===== config.mk =====
export PLATFORM = sky130hd
export DESIGN_NAME = exec_sequencer
export DESIGN_NICKNAME = d
export VERILOG_FILES = /design/src/rtl/exec_sequencer.sv
export SDC_FILE = /design/constraint.sdc
export NUM_CORES = 1
export LEC_CHECK = 0
export BUFFER_PORTS_ARGS = -buffer_cell sky130_fd_sc_hd__clkbuf_2
export CAP_MARGIN = 5
export CORE_ASPECT_RATIO = 1.2
export CORE_MARGIN = 1
export CORE_UTILIZATION = 46
export CTS_BUF_LIST = sky130_fd_sc_hd__clkbuf_2 sky130_fd_sc_hd__clkbuf_4 sky130_fd_sc_hd__clkbuf_8
export CTS_CLUSTER_SIZE = 12
export DETAILED_ROUTE_END_ITERATION = 6
export PLACE_DENSITY = 0.9
export SLEW_MARGIN = 20
export SYNTH_ARGS = -nofsm -noshare
export SYNTH_HDL_FRONTEND = slang
export SYNTH_SLANG_ARGS = --single-unit
export TNS_END_PERCENT = 1

===== constraint.sdc =====
create_clock -name clk -period 1.8 [get_ports clk]
set_input_delay 0.18 -clock clk [delete_from_list [all_inputs] [get_ports clk]]
set_output_delay 0.18 -clock clk [all_outputs]
set_load 0.01 [all_outputs]

===== src/rtl/exec_sequencer.sv =====
// exec_sequencer: main control FSM, NZCV register and conditional-execution
// gating for the ARM-subset core. Multi-cycle execution units are driven by
// a start/done handshake guarded by a wait-cycle timeout.
module exec_sequencer #(
    parameter int NUM_UNITS = 3,
    parameter int SELW      = 2,
    parameter int TMO_W     = 8
) (
    input  logic                   clk,
    input  logic                   reset,
    input  logic [31:0]            Instr,
    input  logic [4*NUM_UNITS-1:0] UnitFlags,
    input  logic [NUM_UNITS-1:0]   UnitDone,
    output logic                   PCWrite,
    output logic                   MemWrite,
    output logic                   RegWrite,
    output logic                   IRWrite,
    output logic                   AdrSrc,
    output logic [1:0]             ALUSrcA,
    output logic [1:0]             ALUSrcB,
    output logic [1:0]             ResultSrc,
    output logic                   UnitStart,
    output logic [SELW-1:0]        UnitSel,
    output logic [3:0]             Flags,
    output logic                   Timeout
);

    typedef enum logic [3:0] {
        FETCH, DECODE, MEMADR, MEMRD, MEMWR, MEMWB,
        EXECR, EXECI, ALUWB, BRANCH, UEXEC, UWAIT, UWB
    } state_t;

    // Counter value on the last permitted wait cycle (all-ones after increment).
    localparam logic [TMO_W-1:0] TMO_LAST = ~TMO_W'(1);

    state_t                  state, state_nx;
    logic                    cond_ex, cond_ex_r;
    logic [SELW-1:0]         unit_dec;
    logic [TMO_W-1:0]        tmo_cnt;
    logic [2**SELW-1:0]      done_pad;
    logic [4*(2**SELW)-1:0]  flags_pad;
    logic                    done_sel, tmo_fire;
    logic [1:0]              op;
    logic                    s_bit, rd_pc, is_cmp, cv_upd, flag_op;
    logic                    n_f, z_f, c_f, v_f;
    logic                    unused_ok;

    assign op       = Instr[27:26];
    assign s_bit    = Instr[20];
    assign rd_pc    = (Instr[15:12] == 4'hF);
    assign is_cmp   = (Instr[24:23] == 2'b10);
    assign cv_upd   = (Instr[24:21] == 4'b0100) || (Instr[24:21] == 4'b0010) ||
                      (Instr[24:21] == 4'b1010) || (Instr[24:21] == 4'b1011);
    assign flag_op  = s_bit && (op != 2'b01) && (op != 2'b10);
    assign {n_f, z_f, c_f, v_f} = Flags;
    assign done_sel = done_pad[UnitSel];
    assign tmo_fire = (state == UWAIT) && !done_sel && (tmo_cnt == TMO_LAST);
    assign unused_ok = &{1'b0, Instr[19:16], Instr[11:8], Instr[3:0]};

    // Zero-extend per-unit inputs so UnitSel can index them at full width.
    always_comb begin
        done_pad                     = '0;
        done_pad[NUM_UNITS-1:0]      = UnitDone;
        flags_pad                    = '0;
        flags_pad[4*NUM_UNITS-1:0]   = UnitFlags;
    end

    // Route FP ops and (when present) multiplies to their units, else the ALU.
    always_comb begin
        unit_dec = '0;
        if (op == 2'b11)
            unit_dec = SELW'(1);
        else if (op == 2'b00 && !Instr[25] && Instr[7:4] == 4'b1001 && NUM_UNITS > 2)
            unit_dec = SELW'(2);
    end

    // ARM condition field evaluated against the architectural flags.
    always_comb begin
        cond_ex = 1'b0;
        case (Instr[31:28])
            4'b0000: cond_ex = z_f;
            4'b0001: cond_ex = !z_f;
            4'b0010: cond_ex = c_f;
            4'b0011: cond_ex = !c_f;
            4'b0100: cond_ex = n_f;
            4'b0101: cond_ex = !n_f;
            4'b0110: cond_ex = v_f;
            4'b0111: cond_ex = !v_f;
            4'b1000: cond_ex = c_f && !z_f;
            4'b1001: cond_ex = !c_f || z_f;
            4'b1010: cond_ex = (n_f == v_f);
            4'b1011: cond_ex = (n_f != v_f);
            4'b1100: cond_ex = !z_f && (n_f == v_f);
            4'b1101: cond_ex = z_f || (n_f != v_f);
            4'b1110: cond_ex = 1'b1;
            default: cond_ex = 1'b0;
        endcase
    end

    // State register.
    always_ff @(posedge clk or posedge reset) begin
        if (reset) state <= FETCH;
        else       state <= state_nx;
    end

    // Next state and per-state strobes; everything held low while in reset.
    always_comb begin
        state_nx  = state;
        PCWrite   = 1'b0;
        MemWrite  = 1'b0;
        RegWrite  = 1'b0;
        IRWrite   = 1'b0;
        AdrSrc    = 1'b0;
        ALUSrcA   = 2'b00;
        ALUSrcB   = 2'b00;
        ResultSrc = 2'b00;
        UnitStart = 1'b0;
        if (!reset) begin
            case (state)
                FETCH: begin
                    IRWrite = 1'b1; PCWrite = 1'b1;
                    ALUSrcA = 2'b01; ALUSrcB = 2'b10; ResultSrc = 2'b10;
                    state_nx = DECODE;
                end
                DECODE: begin
                    ALUSrcA = 2'b01; ALUSrcB = 2'b10; ResultSrc = 2'b10;
                    if (!cond_ex)              state_nx = FETCH;
                    else if (op == 2'b01)      state_nx = MEMADR;
                    else if (op == 2'b10)      state_nx = BRANCH;
                    else if (unit_dec != '0)   state_nx = UEXEC;
                    else if (Instr[25])        state_nx = EXECI;
                    else                       state_nx = EXECR;
                end
                MEMADR: begin
                    ALUSrcB  = 2'b01;
                    state_nx = Instr[20] ? MEMRD : MEMWR;
                end
                MEMRD: begin AdrSrc = 1'b1; state_nx = MEMWB; end
                MEMWR: begin AdrSrc = 1'b1; MemWrite = cond_ex_r; state_nx = FETCH; end
                MEMWB: begin RegWrite = cond_ex_r; ResultSrc = 2'b01; state_nx = FETCH; end
                EXECR: state_nx = ALUWB;
                EXECI: begin ALUSrcB = 2'b01; state_nx = ALUWB; end
                ALUWB: begin RegWrite = cond_ex_r && !is_cmp; state_nx = FETCH; end
                BRANCH: begin
                    ALUSrcA = 2'b10; ALUSrcB = 2'b01; ResultSrc = 2'b10;
                    PCWrite = cond_ex_r; state_nx = FETCH;
                end
                UEXEC: begin UnitStart = cond_ex_r; state_nx = UWAIT; end
                UWAIT: begin
                    if (done_sel)      state_nx = UWB;
                    else if (tmo_fire) state_nx = FETCH;
                end
                UWB: begin RegWrite = cond_ex_r; state_nx = FETCH; end
                default: state_nx = FETCH;
            endcase
            // Writing R15 redirects the PC.
            if (RegWrite && rd_pc) PCWrite = 1'b1;
        end
    end

    // Decode-time latches, NZCV updates, wait counter and sticky timeout.
    always_ff @(posedge clk or posedge reset) begin
        if (reset) begin
            cond_ex_r <= 1'b0;
            UnitSel   <= '0;
            Flags     <= 4'b0000;
            Timeout   <= 1'b0;
            tmo_cnt   <= '0;
        end else begin
            if (state == DECODE) begin
                cond_ex_r <= cond_ex;
                UnitSel   <= unit_dec;
            end
            if ((state == EXECR || state == EXECI) && cond_ex_r && flag_op) begin
                Flags[3:2] <= UnitFlags[3:2];
                if (cv_upd) Flags[1:0] <= UnitFlags[1:0];
            end else if (state == UWAIT && done_sel && cond_ex_r && flag_op) begin
                Flags <= flags_pad[{UnitSel, 2'b00} +: 4];
            end
            if (state == UEXEC)      tmo_cnt <= '0;
            else if (state == UWAIT) tmo_cnt <= tmo_cnt + 1'b1;
            if (tmo_fire) Timeout <= 1'b1;
        end
    end

endmodule


Word-level counts from Yosys, hierarchy flattened
Index checks and enable logic that the tools add are counted.
{"block": "totals", "regBits": 20, "inputBits": 49, "output_inout_bits": 19}
{"block": "op_classes", "n_addsub": 1, "magnitude_cmp": 1, "eq_ne": 43, "shifts": 1, "n_mux": 39, "bitwise_logic": 1, "n_reduce_logical": 42}
{"cell": "$eq 4x4->1 const B", "count": 16}
{"cell": "$eq 4x3->1 const B", "count": 9}
{"cell": "$mux 4", "count": 8}
{"cell": "$pmux 4 s7", "count": 1}
{"cell": "$eq 4x2->1 const B", "count": 5}
{"cell": "$mux 8", "count": 2}
{"cell": "$shiftx 16x5->4", "count": 1}
{"cell": "$logic_and 1x1->1", "count": 15}
{"cell": "$pmux 1 s15", "count": 1}
{"cell": "$mux 1", "count": 14}
{"cell": "$mux 2", "count": 6}
{"cell": "$pmux 2 s2", "count": 3}
{"cell": "$add 8x1->8 const B", "count": 1}
{"cell": "$eq 4x1->1 const B", "count": 2}
{"cell": "$eq 8x8->1 const B", "count": 1}
{"cell": "$logic_not 4->1", "count": 2}
{"cell": "$reduce_or 2->1", "count": 4}
{"cell": "$logic_not 1->1", "count": 7}
{"cell": "$eq 2x2->1 const B", "count": 3}
{"cell": "$logic_or 1x1->1", "count": 6}
{"cell": "$reduce_bool 2->1", "count": 3}
{"cell": "$reduce_or 3->1", "count": 2}
{"cell": "$ne 2x2->1 const B", "count": 2}
{"cell": "$pmux 1 s2", "count": 2}
{"cell": "other kinds (11)", "count": 12}

Logic depth before layout (Yosys ltp)
{"block": "logic_depth", "ltp_word": 11, "ltp_mapped": 7, "mapped_depth_nobuf": 7}

Worst setup path before layout
OpenSTA, ideal clock, no wires.
{"block": "synth_path", "path_kind": "reg2reg", "startpoint": "register UnitSel[1]", "endpoint": "register state[2]", "arrival_time_ns": 1.736, "required_time_ns": 1.726, "path_slack_ns": -0.010, "path_stages_with_launch": 7, "path_buffers": 1, "period_less_slack_ns": 1.810, "path_cell_list": "dfrtp_1 > buf_6 > and2b_1 > a2bb2oi_1 > a31o_4 > or4b_4 > o21ai_2"}
{"block": "synth_between", "elab_chain_len": 7, "elab_cells_between_ends": 9, "classes_between": "eq/ne (1); mux (4); reduce/logical (4)"}
{"element": "start: declaration", "line_no": "23", "rtl": "output logic [SELW-1:0] UnitSel,"}
{"element": "start signal: assignment", "line_no": "172", "rtl": "UnitSel <= unit_dec;"}
{"element": "$bmux 1 s2 (*)", "line_no": "56", "rtl": "assign done_sel = done_pad[UnitSel];"}
{"element": "$mux 1 (implied by the code) (*)", "line_no": "56"}
{"element": "$logic_not 1->1", "line_no": "57", "rtl": "assign tmo_fire = (state == UWAIT) && !done_sel && (tmo_cnt == TMO_LAST);"}
{"element": "$logic_and 1x1->1 (2 in series)", "line_no": "57"}
{"element": "$ne 3x3->1 (no line)"}
{"element": "$reduce_and 2->1 (no line)"}
{"element": "end signal: assignment", "line_no": "103", "rtl": "else state <= state_nx;"}
{"element": "end: declaration", "line_no": "36", "rtl": "state_t state, state_nx;"}
Every way passes the cells marked *; elsewhere a longest branch is shown, timed or not. The select of a mux whose other input is x is not followed.
A chain may end at the register's enable or synchronous reset.

Worst setup path in the final report
{"block": "layout_path", "startpoint": "register state[2]", "endpoint": "output port PCWrite"}
{"block": "layout_between", "elab_chain_len": 7, "elab_cells_between_ends": 12, "classes_between": "eq/ne (4); mux (5); reduce/logical (3)"}
{"element": "$eq 4x3->1 or $eq 4x4->1 (tied branches)", "line_no": "119", "rtl": "case (state)"}
{"element": "$reduce_or 2->1 (no line)"}
{"element": "$pmux 1 s2", "line_no": "119"}
{"element": "$mux 1", "line_no": "118", "rtl": "if (!reset) begin"}
{"element": "$logic_and 1x1->1", "line_no": "157", "rtl": "if (RegWrite && rd_pc) PCWrite = 1'b1;"}
{"element": "$mux 1 (*)", "line_no": "157"}
{"element": "$mux 1 (*)", "line_no": "118"}
{"element": "end: declaration", "line_no": "14", "rtl": "output logic PCWrite,"}
Marks and branches as above.

==> results.md <==
- Crit path to: PCWrite
- Outcome: finished with violations
- Xor-xnor portion of the synthesized cell area: under 10%
- Routed Antenna Nets: 0
- CP Buf/Inv Count: 2
- CTS tree: done
- Worst Hold Class: input pin to async pin
- Clock Skews: around 0.0026 ns
- PD cells: approximately 1100 nW/um2
- Critical path arrival: about 1.7 ns
- Via count: approximately 1900
- Setup TNS: -0.1542 ns
- Synth Area in Compound Gates: between 20% and 30%
- Final HPWL DP: between 3000 and 4000 um
- Worst Tran Pin Value: about 0.36 ns
- Die X: between 50 and 60 um
- Crit. End Element: output pin
- Syn_nets: about 270
- Synth unique cells: ~60
- FFs w/ async S/R, synth: 100.0%
- Congestion Overflow GR: 0
- DRC violations left: 2
- Main synth FF type: dfrtp_1
- Cells after DPL: approximately 330
- Largest net degree at the start of global routing: 21
- Area leader, netlist: dfrtp_1
- RSZ-0062 raised after global routing: yes
- R2R Path Start: UnitSel[1]
- Post-synthesis adder-cell area fraction: between 1 and 1.5%
- Final worst-path setup slack: -0.05065 ns
- Layout Cells excl Fill: approximately 340
- Final slew viol count: 0
- Crit Path Category: register to output pin
- CP Cell Sequence: buf_12, or4_4, o22ai_2, buf_2
- Crit-path leading delay family: simple AND/OR/NAND/NOR gates
- # clock sinks: 20
- Clk buf depth: 2
- Post-Synthesis Cell Area: between 1500 and 2000 um2
- Port Buffers: between 50 and 60
- Drt pass-1 iters: 7
- Number of global-route vias before repair: around 1800
- Final hold vios: 0
- Fin crit share: 102.8%
- GRT busiest layer: met2
- Register-to-Register Path Depth: 6
- Row count: 24
- Cell count after synthesis: roughly 220
- Reg2reg setup slack: -0.04 ns
- CP peak stage delay: about 0.56 ns
- FILL cells: around 290
- Leakage power: approximately 0.0011 uW
- Chip Height: 69.04 um
- Max frequency: about 540 MHz
- Maximum VDD drop: 806.7 uV
- Die ar.: ~4000 um2
- Area contributors post-synth: dfrtp_1, nand2_1, nor2_1
- Slowest cell on the critical path: or4_4
- CTS HTree Levels: 1
- Critical-path maximum fanout: 4
- Worst-Skew Late Latency: around 0.25 ns
- Failing checks: DRC, setup timing
- # IOs: 68
- Yosys warns: 0
- Final Critical Period: around 1.9 ns
- GRT met3 Usage: under 10%
- Drt first-iter violations: slightly below 100
- Area Growth Syn to Fin: 36.75%
- Met1 global-route usage: between 20% and 30%
- Crit path launch: state[2]
- Post-synth EDFFs: 0
- Starting Density: 47.81%
- Post-synthesis mux area share: between 3 and 4%
- Gp weighted congestion: between 0.8 and 0.9
- Worst setup SP type: register
- Layout cells sized above 1: roughly 39%
- Slew margin rel.: 75.43%
- Mapped Avg Cell Area: around 7.8 um2
- Cell count along the critical path: 4
- Total track usage: a little under a quarter
- Yosys top cell area share: slightly below 30%
- Seq cells post-synth: 20
- Fin nets: ~350
- Routed len/inst: about 14 um
- Core Area: roughly 3600 um2
- Vias/cell: 5.699
- Final setup vio count: 5
- CTS Hold Bufs: 0
- Synth Area in Simple Gates: ~33%
- Seq/Total Area, Yosys: around 29%
- N_diodes: 0
- Critical Path RT: around 1.6 ns
- Inserted Clock Buffers: 3
- Max-cap violations: 0
- Grt met2 use: 43.42%
- Reg2reg end: state[0]
- Main combinational cell family by area after synthesis: simple AND/OR/NAND/NOR gates
- Clk pin slew, worst setup/hold paths: 0.08 ns
- Root buffer cell: clkbuf_8
- Initial antenna violation count: 0
- Post-Route WL: 4779 um
- First-pass GRT wire length: around 7500 um
## placed cells by master (no fill, tap or decap), drive strengths merged, types with 2 or more instances in the layout
| cell | count |
|---|---|
| mux2i | 5 |
| o31ai | 3 |
| nand2 | 23 |
| nor3 | 11 |
| and2b | 3 |
| o21ai | 16 |
| a221oi | 2 |
| xnor2 | 5 |
| a21oi | 15 |
| nor3b | 2 |
| nand3 | 12 |
| and2 | 2 |
| o22ai | 2 |
| buf | 35 |
| a211oi | 2 |
| o211ai | 2 |
| clkbuf | 55 |
| o2111ai | 2 |
| inv | 11 |
| a22oi | 3 |
| dfrtp | 20 |
| nand4 | 4 |
| and3 | 2 |
| nand3b | 2 |
| nor2 | 23 |
| xor2 | 2 |
| ha | 2 |
| nand2b | 10 |
## worst reg2reg max path: cells and delay by family, from the launching register on
family | cells | cell delay [ns]
compound gates | 5 | 1.00
flops | 1 | 0.43
mux | 1 | 0.30
## report_power, final
| group | total [uW] | internal, uW | switching, uW |
|---|---|---|---|
| Combinational | 1470 | 728 | 745 |
| Sequential | 667 | 547 | 121 |
| Clock | 342 | 194 | 148 |
| Total | 2480 | 1470 | 1010 |
## cell type report
class | count | area, um2 | area share (%)
well taps | 39 | 48.80 | 2.071
repair buffers | 86 | 530.5 | 22.52
multi-input cells | 179 | 1174 | 49.81
flip-flops and latches | 20 | 506.7 | 21.51
inverters | 11 | 41.29 | 1.753
clock buffers | 4 | 55.05 | 2.337
## worst min path at each step
stage	end	cells after the start
2_1_floorplan	state[0]	1
3_3_place_gp	tmo_cnt[7]	3
3_5_place_dp	state[3]	3
4_1_cts	tmo_cnt[7]	3
5_1_grt	Flags[0]	3
6_report	tmo_cnt[3]	3
## timing repair
item / in CTS / in global routing
pin swaps: 1 / 0
setup buffers: 5 / 2
setup endpoints to repair: 8 / 13
gates resized for setup: 7 / 14
## registers in the layout (all words and copies together), names as in the netlist
signal	flops
UnitSel	2
cond_ex_r	1
state	4
Flags	4
tmo_cnt	8
Timeout	1
## per-stage QoR
stage / hold WS (ns) / setup slack [ns] / total power [uW] / util, % / area, um2
global route: 0.1376 / -0.1084 / 2645 / 65.38 / 2356
finish: 0.07868 / -0.05065 / 2483 / 65.38 / 2356
global placement: 0.3571 / 0.04059 / 1884 / 60.69 / 2187
floorplan: 0.2749 / 0.004960 / 1406 / - / 1729
CTS: 0.08758 / -0.06701 / 2390 / 63.99 / 2306
detailed placement: 0.3593 / -0.01783 / 1925 / 60.69 / 2187
## cells in the mapped netlist (10+ instances only)
cell and n:
nor3_1 11, a21oi_1 15, nor2_1 23, o21ai_0 14, inv_1 11, nand2_1 23
dfrtp_1 20, nand3_1 11, nand2b_1 10
## cell families (layout without fill, tap and decap cells)
logic type / after synthesis / count (layout)
xor gates and xnor gates: 7 / 7
AOI/OAI and AO/OA: 59 / 59
muxes: 6 / 6
buffers and inverters: 23 / 101
and+or+nand+nor: 105 / 105
DFF: 20 / 20
adders and majority gates: 2 / 2
## layer usage
metal  routed length [um]  vias to the layer above
met5                    0                        -
met2                 2543                       58
li1                     -                      969
met3                  177                       10
met1                 1969                      895
met4                   88                        0
(Power assumes the default switching activity.)
